**src/rtl/trng_pkg.sv**
```systemverilog
// Shared types and defaults for the ring-oscillator TRNG sequencer and its health test.
package trng_pkg;

    typedef enum logic [2:0] {
        ST_IDLE    = 3'd0,
        ST_CHAIN   = 3'd1,
        ST_WARMUP  = 3'd2,
        ST_COLLECT = 3'd3,
        ST_OUTPUT  = 3'd4,
        ST_FAULT   = 3'd5
    } trng_state_e;

    localparam int TRNG_WORD_W         = 32;
    localparam int TRNG_SAMPLE_DIV     = 4;
    localparam int TRNG_WARMUP_SAMPLES = 64;
    localparam int TRNG_REP_LIMIT      = 32;

    // Counter width able to hold 0..max_val inclusive.
    function automatic int cnt_w(input int max_val);
        return $clog2(max_val) + 1;
    endfunction

endpackage

```
**src/rtl/trng_health_rep.sv**
```systemverilog
// Repetition-count health test: pulses fault when REP_LIMIT identical raw samples arrive in a row.
module trng_health_rep
    import trng_pkg::*;
#(
    parameter int REP_LIMIT = TRNG_REP_LIMIT
) (
    input  logic clk,
    input  logic rst,
    input  logic clr,
    input  logic strobe,
    input  logic sample,
    output logic fault
);

    localparam int RW = cnt_w(REP_LIMIT);
    localparam logic [RW-1:0] LIMIT = RW'(REP_LIMIT);

    logic          last_q;
    logic [RW-1:0] run_q;
    logic [RW-1:0] run_d;

    // A zero run means no sample seen since the last clear.
    always_comb begin
        run_d = run_q;
        if (strobe) begin
            if (run_q == '0 || sample != last_q)
                run_d = RW'(1);
            else if (run_q != LIMIT)
                run_d = run_q + 1'b1;
        end
    end

    assign fault = strobe && (run_d == LIMIT);

    always_ff @(posedge clk) begin
        if (rst || clr) begin
            run_q  <= '0;
            last_q <= 1'b0;
        end else if (strobe) begin
            run_q  <= run_d;
            last_q <= sample;
        end
    end

endmodule

```
**src/rtl/trng_ctrl.sv**
```systemverilog
// Entropy-source sequencer: enable chain, warm-up, sampling, word packing, health test.
// Define TRNG_CTRL_VN_DEBIAS_EN to pack bits through a von Neumann debiaser.
module trng_ctrl
    import trng_pkg::*;
#(
    parameter int WORD_W         = TRNG_WORD_W,
    parameter int SAMPLE_DIV     = TRNG_SAMPLE_DIV,
    parameter int WARMUP_SAMPLES = TRNG_WARMUP_SAMPLES,
    parameter int REP_LIMIT      = TRNG_REP_LIMIT
) (
    input  logic              clk,
    input  logic              rst,
    input  logic              enable_i,
    output logic              osc_en_o,
    input  logic              osc_chain_i,
    input  logic              osc_rnd_i,
    output logic [WORD_W-1:0] rnd_data_o,
    output logic              rnd_valid_o,
    input  logic              rnd_ready_i,
    output logic              fault_o,
    input  logic              clr_fault_i,
    output logic              busy_o
);

    localparam int DW = cnt_w(SAMPLE_DIV);
    localparam int WW = cnt_w(WARMUP_SAMPLES);
    localparam int BW = cnt_w(WORD_W);
    localparam logic [DW-1:0] DIV_LAST  = DW'(SAMPLE_DIV - 1);
    localparam logic [WW-1:0] WARM_LAST = WW'(WARMUP_SAMPLES - 1);
    localparam logic [BW-1:0] BIT_LAST  = BW'(WORD_W - 1);

    trng_state_e       state_q, state_d;
    logic [DW-1:0]     div_q;
    logic [WW-1:0]     warm_q;
    logic [BW-1:0]     bit_q;
    logic [WORD_W-1:0] data_q;

    logic running, strobe, hfault, bit_ok, bit_val;
    logic warm_done, word_done, handshake;

    assign running = (state_q == ST_WARMUP) || (state_q == ST_COLLECT) || (state_q == ST_OUTPUT);
    assign strobe  = running && (div_q == DIV_LAST);

`ifdef TRNG_CTRL_VN_DEBIAS_EN
    logic pair_vld_q, pair_q;
    // Second sample of a pair emits the first one when they differ (01->0, 10->1).
    assign bit_ok  = strobe && (state_q == ST_COLLECT) && pair_vld_q && (pair_q != osc_rnd_i);
    assign bit_val = pair_q;

    always_ff @(posedge clk) begin
        if (rst || state_q != ST_COLLECT) begin
            pair_vld_q <= 1'b0;
            pair_q     <= 1'b0;
        end else if (strobe) begin
            pair_vld_q <= ~pair_vld_q;
            pair_q     <= osc_rnd_i;
        end
    end
`else
    assign bit_ok  = strobe && (state_q == ST_COLLECT);
    assign bit_val = osc_rnd_i;
`endif

    assign warm_done = strobe && (state_q == ST_WARMUP) && (warm_q == WARM_LAST);
    assign word_done = bit_ok && (bit_q == BIT_LAST);
    assign handshake = (state_q == ST_OUTPUT) && rnd_ready_i;

    trng_health_rep #(
        .REP_LIMIT(REP_LIMIT)
    ) u_health (
        .clk    (clk),
        .rst    (rst),
        .clr    (state_q == ST_IDLE),
        .strobe (strobe),
        .sample (osc_rnd_i),
        .fault  (hfault)
    );

    always_ff @(posedge clk) begin
        if (rst) state_q <= ST_IDLE;
        else     state_q <= state_d;
    end

    // Priority inside the running states: health fault, then enable drop, then progress.
    always_comb begin
        state_d = state_q;
        case (state_q)
            ST_IDLE:    if (enable_i) state_d = ST_CHAIN;
            ST_CHAIN: begin
                if (!enable_i)        state_d = ST_IDLE;
                else if (osc_chain_i) state_d = ST_WARMUP;
            end
            ST_WARMUP: begin
                if (hfault)         state_d = ST_FAULT;
                else if (!enable_i) state_d = ST_IDLE;
                else if (warm_done) state_d = ST_COLLECT;
            end
            ST_COLLECT: begin
                if (hfault)         state_d = ST_FAULT;
                else if (!enable_i) state_d = ST_IDLE;
                else if (word_done) state_d = ST_OUTPUT;
            end
            ST_OUTPUT: begin
                if (hfault)         state_d = ST_FAULT;
                else if (!enable_i) state_d = ST_IDLE;
                else if (handshake) state_d = ST_COLLECT;
            end
            ST_FAULT:   if (clr_fault_i) state_d = ST_IDLE;
            default:    state_d = ST_IDLE;
        endcase
    end

    always_comb begin
        osc_en_o    = (state_q == ST_CHAIN) || running;
        busy_o      = (state_q == ST_CHAIN) || running;
        rnd_valid_o = (state_q == ST_OUTPUT);
        fault_o     = (state_q == ST_FAULT);
    end

    // Divider idles at zero outside the running states, so WARMUP always starts phase-aligned.
    always_ff @(posedge clk) begin
        if (rst) begin
            div_q  <= '0;
            warm_q <= '0;
            bit_q  <= '0;
            data_q <= '0;
        end else begin
            div_q <= (running && !strobe) ? div_q + 1'b1 : '0;

            if (state_q != ST_WARMUP) warm_q <= '0;
            else if (strobe)          warm_q <= warm_q + 1'b1;

            if (state_q != ST_COLLECT) bit_q <= '0;
            else if (bit_ok)           bit_q <= bit_q + 1'b1;

            if (state_q == ST_IDLE || state_q == ST_FAULT) data_q <= '0;
            else if (bit_ok)                              data_q <= {data_q[WORD_W-2:0], bit_val};
        end
    end

    assign rnd_data_o = data_q;

endmodule

```
**config.mk**
```make
export PLATFORM = sky130hd
export DESIGN_NAME = trng_ctrl
export DESIGN_NICKNAME = d
export VERILOG_FILES = /design/src/rtl/trng_pkg.sv /design/src/rtl/trng_health_rep.sv /design/src/rtl/trng_ctrl.sv
export SDC_FILE = /design/constraint.sdc
export NUM_CORES = 1
export LEC_CHECK = 0
export BUFFER_PORTS_ARGS = -buffer_cell sky130_fd_sc_hd__buf_2
export CORE_AREA = 2 2 84 86
export DETAILED_ROUTE_END_ITERATION = 10
export DIE_AREA = 0 0 86 88
export GPL_ROUTABILITY_DRIVEN = 0
export SYNTH_ARGS = -nofsm -noshare
export SYNTH_HDL_FRONTEND = slang
export SYNTH_SLANG_ARGS = --single-unit
```
**constraint.sdc**
```tcl
create_clock -name clk -period 4.6 [get_ports clk]
set_input_delay 0.92 -clock clk [delete_from_list [all_inputs] [get_ports clk]]
set_output_delay 0.92 -clock clk [all_outputs]
set_load 0.1 [all_outputs]
```
==> impl_metrics.py, run 1 <==
metrics = {
    "sta": {
        "max_freq_mhz": 380,
        "hold_viol": 0,
        "rsz0062_at_grt": "no",
        "holdWs_ns": 0.424,
        "fin_worst_skew_ns": 0.00813,
        "worst_pin_slew_ns": 1.11,
        "finalSetupViolCount": 0,
        "relSlewSlack_pct": 25.7,
        "final.period_utilization_pct": 57.2,
        "period_needed_ns": 2.63,
        "finalMaxSlewViolations": 0,
        "setup_tns_ns": 0,
    },
    "floorplan": {
        "num_rows": 30,
        "die-area_sq_um": 7570,
        "initial_core_util_pct": 38.9,
        "core_region_area_sq_um": 6640,
        "die_w_um": 86,
        "die_y_um": 88,
        "ios": 43,
    },
    "logic_synthesis": {
        "syn_nets": 340,
        "yosys_register_bits": 58,
        "async_reset_ff_share_pct": 0,
        "yosysSeqAreaShare_pct": 44.9,
        "yosys.cell_types.count": 48,
        "synth_top_area_share_pct": 44.9,
        "syn-instance-count": 327,
        "synth_area_leaders": "dfxtp_1 45%, nand2_1 12%, a21oi_1 7.9%",
        "yosysWarnings": 0,
        "synthesis.area_sq_um": 2580,
        "ys.flop_type": "dfxtp_1",
        "synth_edf_count": 0,
        "synth.avg_cell_area_sq_um": 7.90,
        "yosys.area.top_type": "dfxtp_1",
    },
    "status": {
        "status": "complete, no violations",
    },
    "clocking": {
        "clk_pin_slew_ns": 0.06,
        "hold_buffers": 0,
        "clockRootBuffer": "clkbuf_8",
        "cts_tree": "done",
        "clkLatencyLatePin_ns": 0.34,
        "numCtsBuffers": 9,
        "post_cts_resized": 0,
        "numClockSinks": 58,
        "clk_path_buf_depth": 2,
        "ctsHtreeMaxLevel": 3,
        "cts_setup_buffers": 0,
    },
    "worst_setup_path": {
        "crit_type": "register to output port",
        "start_kind": "register",
        "cp-end-kind": "output port",
        "crit_path_top_delay_cell": "dfxtp_1",
        "r2r_end": "bit_q[5]",
        "critPathMaxStageDelay_ns": 0.59,
        "reg2reg_from": "div_q[0]",
        "rr_worst_depth": 6,
        "path_cells": "nor3_1 -> nor2_1 -> buf_2",
        "worst-path-max-fanout": 13,
        "reg2reg_setup_slack_ns": 2.17,
        "cp.arrival_ns": 1.71,
        "cp.required_ns": 3.68,
    },
    "drt": {
        "avgRoutedWirePerCell_um": 12.4,
        "viasPerCell": 5.10,
        "drtIter0Drc": 117,
        "routed_wl_um": 5530,
        "drt_pass1_iterations": 4,
        "via_count": 2279,
        "drtAntennaViolNets": 0,
        "route.detailed.drc": 0,
    },
    "layout": {
        "final_cell_mix": "82 x nand2_1, 58 x dfxtp_1, 42 x buf_2, 41 x a21oi_1, 34 x nor2_1",
        "antenna-diode-count": 0,
        "finish.utilization_pct": 45.8,
        "area_delta_synth_final_pct": 17.7,
        "nFillCells": 670,
        "final_common_cell": "nand2_1",
        "nets": 375,
        "drive_gt1_share_pct": 18.8,
    },
    "power_and_ir_drop": {
        "p_leak_nw": 1.11,
        "max-vdd-ir-drop_v": 0.000175,
        "power_density_nw_per_um2": 381,
    },
    "worst_hold_path": {
        "worstHoldEndpoint": "div_q[0]",
        "min_path_type": "register to register",
        "whs_path_depth": 1,
        "hold_start": "div_q[0]",
    },
    "global_route": {
        "use_met3_pct": 5.37,
        "gr-total-overflow": 0,
        "globalRouteMet2Util_pct": 23.7,
        "use_met1_pct": 19.9,
        "track_usage_pct": 15.4,
        "grt_max_degree": 34,
        "antenna_found_initial": 0,
        "top_usage_layer": "met2",
        "grt_pass1_wl_um": 9250,
        "grt_pass1_vias": 2016,
    },
    "placement": {
        "dp_hpwl_um": 3780,
        "io_buffers": 42,
    },
    "flow_run": {
        "cap_violations": 0,
    },
}
-- cell usage after synthesis, types with 4 or more instances --
cell / instances
ha_1: 6
and3_1: 4
nand2_1: 82
xnor2_1: 4
xor2_1: 7
clkbuf_1: 15
a21oi_1: 41
nand4_1: 5
nand3_1: 8
nor2_1: 34
o21ai_0: 8
dfxtp_1: 58
inv_1: 9
-- worst max path at each step --
stage,from,end,slack [ns],cells after the start
final,state_q[0],osc_en_o,1.97,3
after global routing,state_q[0],osc_en_o,1.86,3
after CTS,state_q[0],osc_en_o,1.98,3
after detailed placement,osc_rnd_i,state_q[0],2.09,7
after global placement,osc_rnd_i,state_q[0],2.12,7
after floorplan,state_q[0],osc_en_o,1.23,5
-- state kept, by name (all words and copies together), names as in the netlist --
| register | flops |
|---|---|
| u_health.run_q | 6 |
| rnd_data_o | 32 |
| div_q | 3 |
| state_q | 3 |
| bit_q | 6 |
| u_health.last_q | 1 |
| warm_q | 7 |
-- worst max-delay path, delay by kind of cell, from the launching register on --
family                 cells  cell delay [ns]
AND/OR/NAND/NOR            2             0.32
flip-flops                 1             0.59
buffers and inverters      1             0.46
-- metal layers --
metal	vias up	share of wire, %
li1	1168	-
met1	1056	47
met2	48	47
met3	7	4.9
met4	0	1.5
met5	-	0
-- final cells by class --
cell class | instances | area, sq um | area share [%]
inverter | 9 | 33.8 | 1.11
clock inverter | 3 | 45.0 | 1.48
sequential | 58 | 1160 | 38.2
timing repair buffer | 43 | 218 | 7.16
tap | 80 | 100 | 3.29
multi-input combinational | 241 | 1300 | 42.9
clock buffer | 13 | 179 | 5.88
-- stage by stage --
stage	std cells	total power (W)	setup WS [ns]	cell area, sq um
after floorplan	327	0.000644	1.23	2580
after global placement	431	0.000662	2.12	2820
after detailed placement	431	0.000662	2.09	2820
after CTS	447	0.00117	1.98	3040
after global routing	447	0.00121	1.86	3040
final	447	0.00116	1.97	3040
-- cell families (layout without fill, tap and decap cells) --
family                     after synthesis  count (layout)  synth area share (%)
xor gates and xnor gates                11              11                  3.73
AOI/OAI and AO/OA                       69              69                  16.3
muxes                                    2               2                 0.775
adders and majority gates                6               6                  2.91
DFF                                     58              58                  44.9
and+or+nand+nor                        153             153                  26.7
buffers and inverters                   28              68                  4.60
-- power by group --
group	leakage, nW	switching, W	internal [W]
sequential	0.467	0.0000124	0.000506
combinational	0.536	0.000103	0.0000289
clock	0.108	0.000198	0.000309
(Power assumes the default switching activity.)
==> run 2, diff against run 1 <==
- clock period: 4.6 -> 2.6 ns (I/O delays scaled with it)
==> impl_metrics.py, run 2 (synthesis results as in run 1) <==
metrics = {
    "sta": {
        "finalMaxSlewViolations": 0,
        "hold_viol": 0,
        "relSlewSlack_pct": 60.0,
        "fin_worst_skew_ns": 0.00475,
        "worst_pin_slew_ns": 0.599,
        "max_freq_mhz": 438,
        "period_needed_ns": 2.28,
        "finalSetupViolCount": 0,
        "final.period_utilization_pct": 87.9,
        "rsz0062_at_grt": "no",
        "setup_tns_ns": 0,
    },
    "drt": {
        "drtIter0Drc": 129,
        "route.detailed.drc": 0,
        "viasPerCell": 5.11,
        "routed_wl_um": 5560,
        "avgRoutedWirePerCell_um": 12.4,
        "drtAntennaViolNets": 0,
        "via_count": 2282,
        "drt_pass1_iterations": 4,
    },
    "placement": {
        "dp_hpwl_um": 3780,
        "dpl.cell_count": 433,
        "io_buffers": 42,
    },
    "flow_run": {
        "cap_violations": 0,
    },
    "layout": {
        "nFillCells": 660,
        "antenna-diode-count": 0,
        "stdcell_count": 447,
        "largest_reg_flops": 32,
        "area_delta_synth_final_pct": 19.5,
        "final_cell_mix": "82 x nand2_1, 58 x dfxtp_1, 42 x buf_2, 41 x a21oi_1, 33 x nor2_1",
        "drive_gt1_share_pct": 19.9,
        "final_common_cell": "nand2_1",
        "nets": 377,
    },
    "power_and_ir_drop": {
        "max-vdd-ir-drop_v": 0.000420,
        "p_leak_nw": 1.13,
        "power_density_nw_per_um2": 678,
    },
    "floorplan": {
        "die_w_um": 86,
        "die-area_sq_um": 7570,
        "num_rows": 30,
        "ios": 43,
        "core_region_area_sq_um": 6640,
        "initial_core_util_pct": 38.9,
        "die_y_um": 88,
    },
    "clocking": {
        "ctsHtreeMaxLevel": 3,
        "post_cts_resized": 0,
        "cts_setup_buffers": 0,
        "clk_pin_slew_ns": 0.06,
        "numClockSinks": 58,
        "numCtsBuffers": 9,
        "clkLatencyLatePin_ns": 0.33,
        "clockRootBuffer": "clkbuf_8",
        "cts_tree": "done",
        "clk_path_buf_depth": 2,
        "hold_buffers": 0,
    },
    "global_route": {
        "antenna_found_initial": 0,
        "grt_pass1_vias": 2032,
        "grt_max_degree": 34,
        "grt_pass1_wl_um": 9190,
        "track_usage_pct": 15.4,
        "gr-total-overflow": 0,
    },
    "worst_setup_path": {
        "cp.arrival_ns": 2.49,
        "critPathMaxStageDelay_ns": 0.48,
        "path_common_cell": "a211oi_2",
        "path_cells": "inv_1 -> ha_1 -> or4b_4 -> or3_4 -> a211oi_2 -> o2111ai_2 -> a21oi_2 -> a211oi_2",
        "cp-end-kind": "register",
        "cp.required_ns": 2.80,
        "crit_path_top_delay_cell": "or4b_4",
        "crit_type": "register to register",
        "start_kind": "register",
        "worst-path-max-fanout": 6,
    },
    "worst_hold_path": {
        "min_path_type": "register to register",
    },
    "status": {
        "status": "complete, no violations",
    },
}
-- run 2: final cells by class --
class                           instances  area [sq um]  share of cell area, %
Sequential cell                        58          1160                   37.6
Timing Repair Buffer                   45           245                   7.94
Clock inverter                          2          60.1                   1.95
Inverter                                9          33.8                   1.09
Clock buffer                           12           165                   5.35
Multi-Input combinational cell        241          1320                   42.8
Tap cell                               80           100                   3.24
-- run 2: per-layer routing --
layer	up-vias	wire, um	track usage (%)
met2	48	2700	25.0
met1	1052	2570	18.1
li1	1178	-	-
met4	0	76	6.49
met5	-	0	0
met3	4	213	5.94
-- run 2: metrics by stage --
stage | instance area, sq um | worst slack (ns) | total power [W] | hold slack [ns] | utilization, %
after floorplan | 2600 | 0.0137 | 0.00114 | 0.399 | -
after global placement | 2860 | 0.393 | 0.00117 | 0.407 | 43.1
after detailed placement | 2860 | 0.343 | 0.00117 | 0.413 | 43.1
after CTS | 3090 | 0.315 | 0.00212 | 0.422 | 46.5
after global routing | 3090 | 0.168 | 0.00217 | 0.434 | 46.5
final | 3090 | 0.316 | 0.00209 | 0.417 | 46.5
-- run 2: worst paths after layout --
kind	start	endpoint	slack [ns]	depth (start not counted)
worst max-delay path	u_health.run_q[0]	state_q[0]	0.32	8
worst min-delay path	div_q[0]	div_q[0]	0.42	1
worst max register to register	u_health.run_q[0]	state_q[0]	0.32	8
worst min register to register	div_q[0]	div_q[0]	0.42	1
-- run 2: power by group --
part	switching (W)	total [W]	internal, W
logic	0.000181	0.000233	0.0000518
registers	0.0000209	0.000917	0.000896
clock network	0.000334	0.000942	0.000608
-- run 2: critical path, delay by kind of cell, from the launching register on --
kind	cells	cell delay (ns)
buf+inv	1	0.12
flops	1	0.37
compound gates	4	0.69
simple gates	2	0.84
fa+ha+maj	1	0.15
==> run 3, diff against run 2 <==
- SETUP_SLACK_MARGIN: default -> 0.5
==> impl_metrics.py, run 3 (synthesis results as in run 1) <==
metrics = {
    "sta": {
        "finalSetupViolCount": 0,
        "fin_worst_skew_ns": 0.00997,
        "finalMaxSlewViolations": 0,
        "setup_ws_ns": 0.437,
        "worst_pin_slew_ns": 0.600,
        "relSlewSlack_pct": 60.0,
        "rsz0062_at_grt": "yes",
        "setup_tns_ns": 0,
        "hold_viol": 0,
        "final.period_utilization_pct": 83.2,
        "max_freq_mhz": 462,
        "period_needed_ns": 2.16,
    },
    "global_route": {
        "gr-total-overflow": 0,
        "grt_max_degree": 33,
        "track_usage_pct": 15.7,
        "antenna_found_initial": 0,
        "grt_pass1_wl_um": 9320,
        "grt_pass1_vias": 2060,
    },
    "power_and_ir_drop": {
        "netSwitchingPower_w": 0.000567,
        "pwr-share-clk_pct": 42.4,
        "power_frac_seq_pct": 45.6,
        "p_leak_nw": 1.16,
        "p_sw_share_pct": 28.2,
        "power_density_nw_per_um2": 636,
        "p_int_w": 0.00144,
        "max-vdd-ir-drop_v": 0.000315,
        "total_power_w": 0.00201,
        "pwr-share-comb_pct": 12.0,
    },
    "placement": {
        "pre_cts_ws_ns": 0.309,
        "io_buffers": 42,
        "dp_hpwl_um": 3760,
    },
    "worst_hold_path": {
        "worstHoldEndpoint": "div_q[0]",
        "whs_path_depth": 1,
        "min_path_type": "register to register",
        "hold_start": "div_q[0]",
    },
    "clocking": {
        "clk_pin_slew_ns": 0.06,
        "cts_tree": "done",
        "clockRootBuffer": "clkbuf_8",
        "clk_path_buf_depth": 2,
        "hold_buffers": 0,
        "numCtsBuffers": 9,
        "clkLatencyLatePin_ns": 0.35,
        "ctsHtreeMaxLevel": 3,
        "numClockSinks": 58,
    },
    "floorplan": {
        "die-area_sq_um": 7570,
        "die_w_um": 86,
        "die_y_um": 88,
        "ios": 43,
        "core_region_area_sq_um": 6640,
        "initial_core_util_pct": 38.9,
        "num_rows": 30,
    },
    "worst_setup_path": {
        "rr_worst_depth": 8,
        "crit_type": "register to register",
        "worst-path-max-fanout": 5,
        "reg2reg_setup_slack_ns": 0.44,
        "r2r_end": "state_q[0]",
        "cp-end-kind": "register",
        "reg2reg_from": "u_health.run_q[1]",
        "cp.required_ns": 2.81,
        "cp.arrival_ns": 2.38,
        "start_kind": "register",
    },
    "drt": {
        "route.detailed.drc": 0,
        "via_count": 2297,
        "drtIter0Drc": 122,
        "drtAntennaViolNets": 0,
        "routed_wl_um": 5630,
        "avgRoutedWirePerCell_um": 12.3,
        "drt_pass1_iterations": 5,
        "viasPerCell": 5.04,
    },
    "layout": {
        "drive_gt1_share_pct": 25.0,
        "largest_reg_flops": 32,
        "final_common_cell": "nand2_1",
        "area_delta_synth_final_pct": 22.1,
        "final_cell_mix": "82 x nand2_1, 54 x dfxtp_1, 41 x a21oi_1, 38 x buf_2, 33 x nor2_1",
        "nets": 384,
        "antenna-diode-count": 0,
    },
    "flow_run": {
        "cap_violations": 0,
    },
    "status": {
        "status": "complete, no violations",
    },
}
==> run 3: cell count changes in the layout (fill, tap and decap cells not counted), sizes merged <==
cell and change:
buf +5, bufinv -1, clkbuf +1, clkinv +3
clkinvlp +1
==> run 3: how the worst max path moves through the flow <==
stage                      start          to  slack (ns)
2_1_floorplan         state_q[1]  state_q[0]        0.12
3_3_place_gp   u_health.run_q[0]  state_q[0]        0.39
3_5_place_dp   u_health.run_q[0]  state_q[0]        0.31
4_1_cts               state_q[0]    osc_en_o        0.38
5_1_grt        u_health.run_q[1]  state_q[1]        0.34
6_report       u_health.run_q[1]  state_q[0]        0.44
==> run 3: what timing repair did <==
action | CTS | global route
endpoints found under the hold margin | 0 | 0
cloned | 0 | 0
resized for setup | 11 | 8
endpoints found under the setup margin | 8 | 31
buffers inserted | 6 | 0
pin swaps | 7 | 6
==> run 3: power groups by stage <==
stage	registers (W)	clock network [W]	logic (W)
final	0.000916	0.000851	0.000241
after global routing	0.000919	0.000907	0.000259
after CTS	0.000914	0.000878	0.000236
after detailed placement	0.000936	0	0.000235
after global placement	0.000937	0	0.000237
after floorplan	0.000922	0	0.000222
==> run 3: routing by layer <==
metal | share of wire, % | up-vias | global-route usage (%)
met3 | 6.1 | 7 | 7.16
li1 | - | 1194 | -
met1 | 48 | 1042 | 19.4
met2 | 44 | 54 | 24.0
met5 | 0 | - | 0
met4 | 1.5 | 0 | 6.35
==> run 3: worst max-delay path, cell delays in order (launching register included) <==
cell       delay, ns
dfxtp_4         0.35
inv_2           0.06
ha_4            0.12
or4b_4          0.45
or3_4           0.35
a211oi_2        0.26
o2111ai_2       0.21
a21oi_2         0.19
a211oi_2        0.04
==> run 3: layout make-up <==
type                    instances  area, sq um
well taps                      80          100
fillers                       636         3490
clock buffers                  11          151
repair buffers                 52          299
clock inverters                 5         52.6
flip-flops and latches         58         1170
multi-input cells             241         1350
inverters                       9         36.3
==> run 3: stage by stage <==
| stage | hold WS, ns | instances | area [sq um] | util, % |
|---|---|---|---|---|
| finish | 0.424 | 456 | 3160 | 47.5 |
| CTS | 0.405 | 456 | 3140 | 47.2 |
| global route | 0.427 | 456 | 3160 | 47.5 |
| global placement | 0.409 | 434 | 2860 | 43.1 |
| floorplan | 0.399 | 327 | 2620 | - |
| detailed placement | 0.416 | 434 | 2860 | 43.1 |
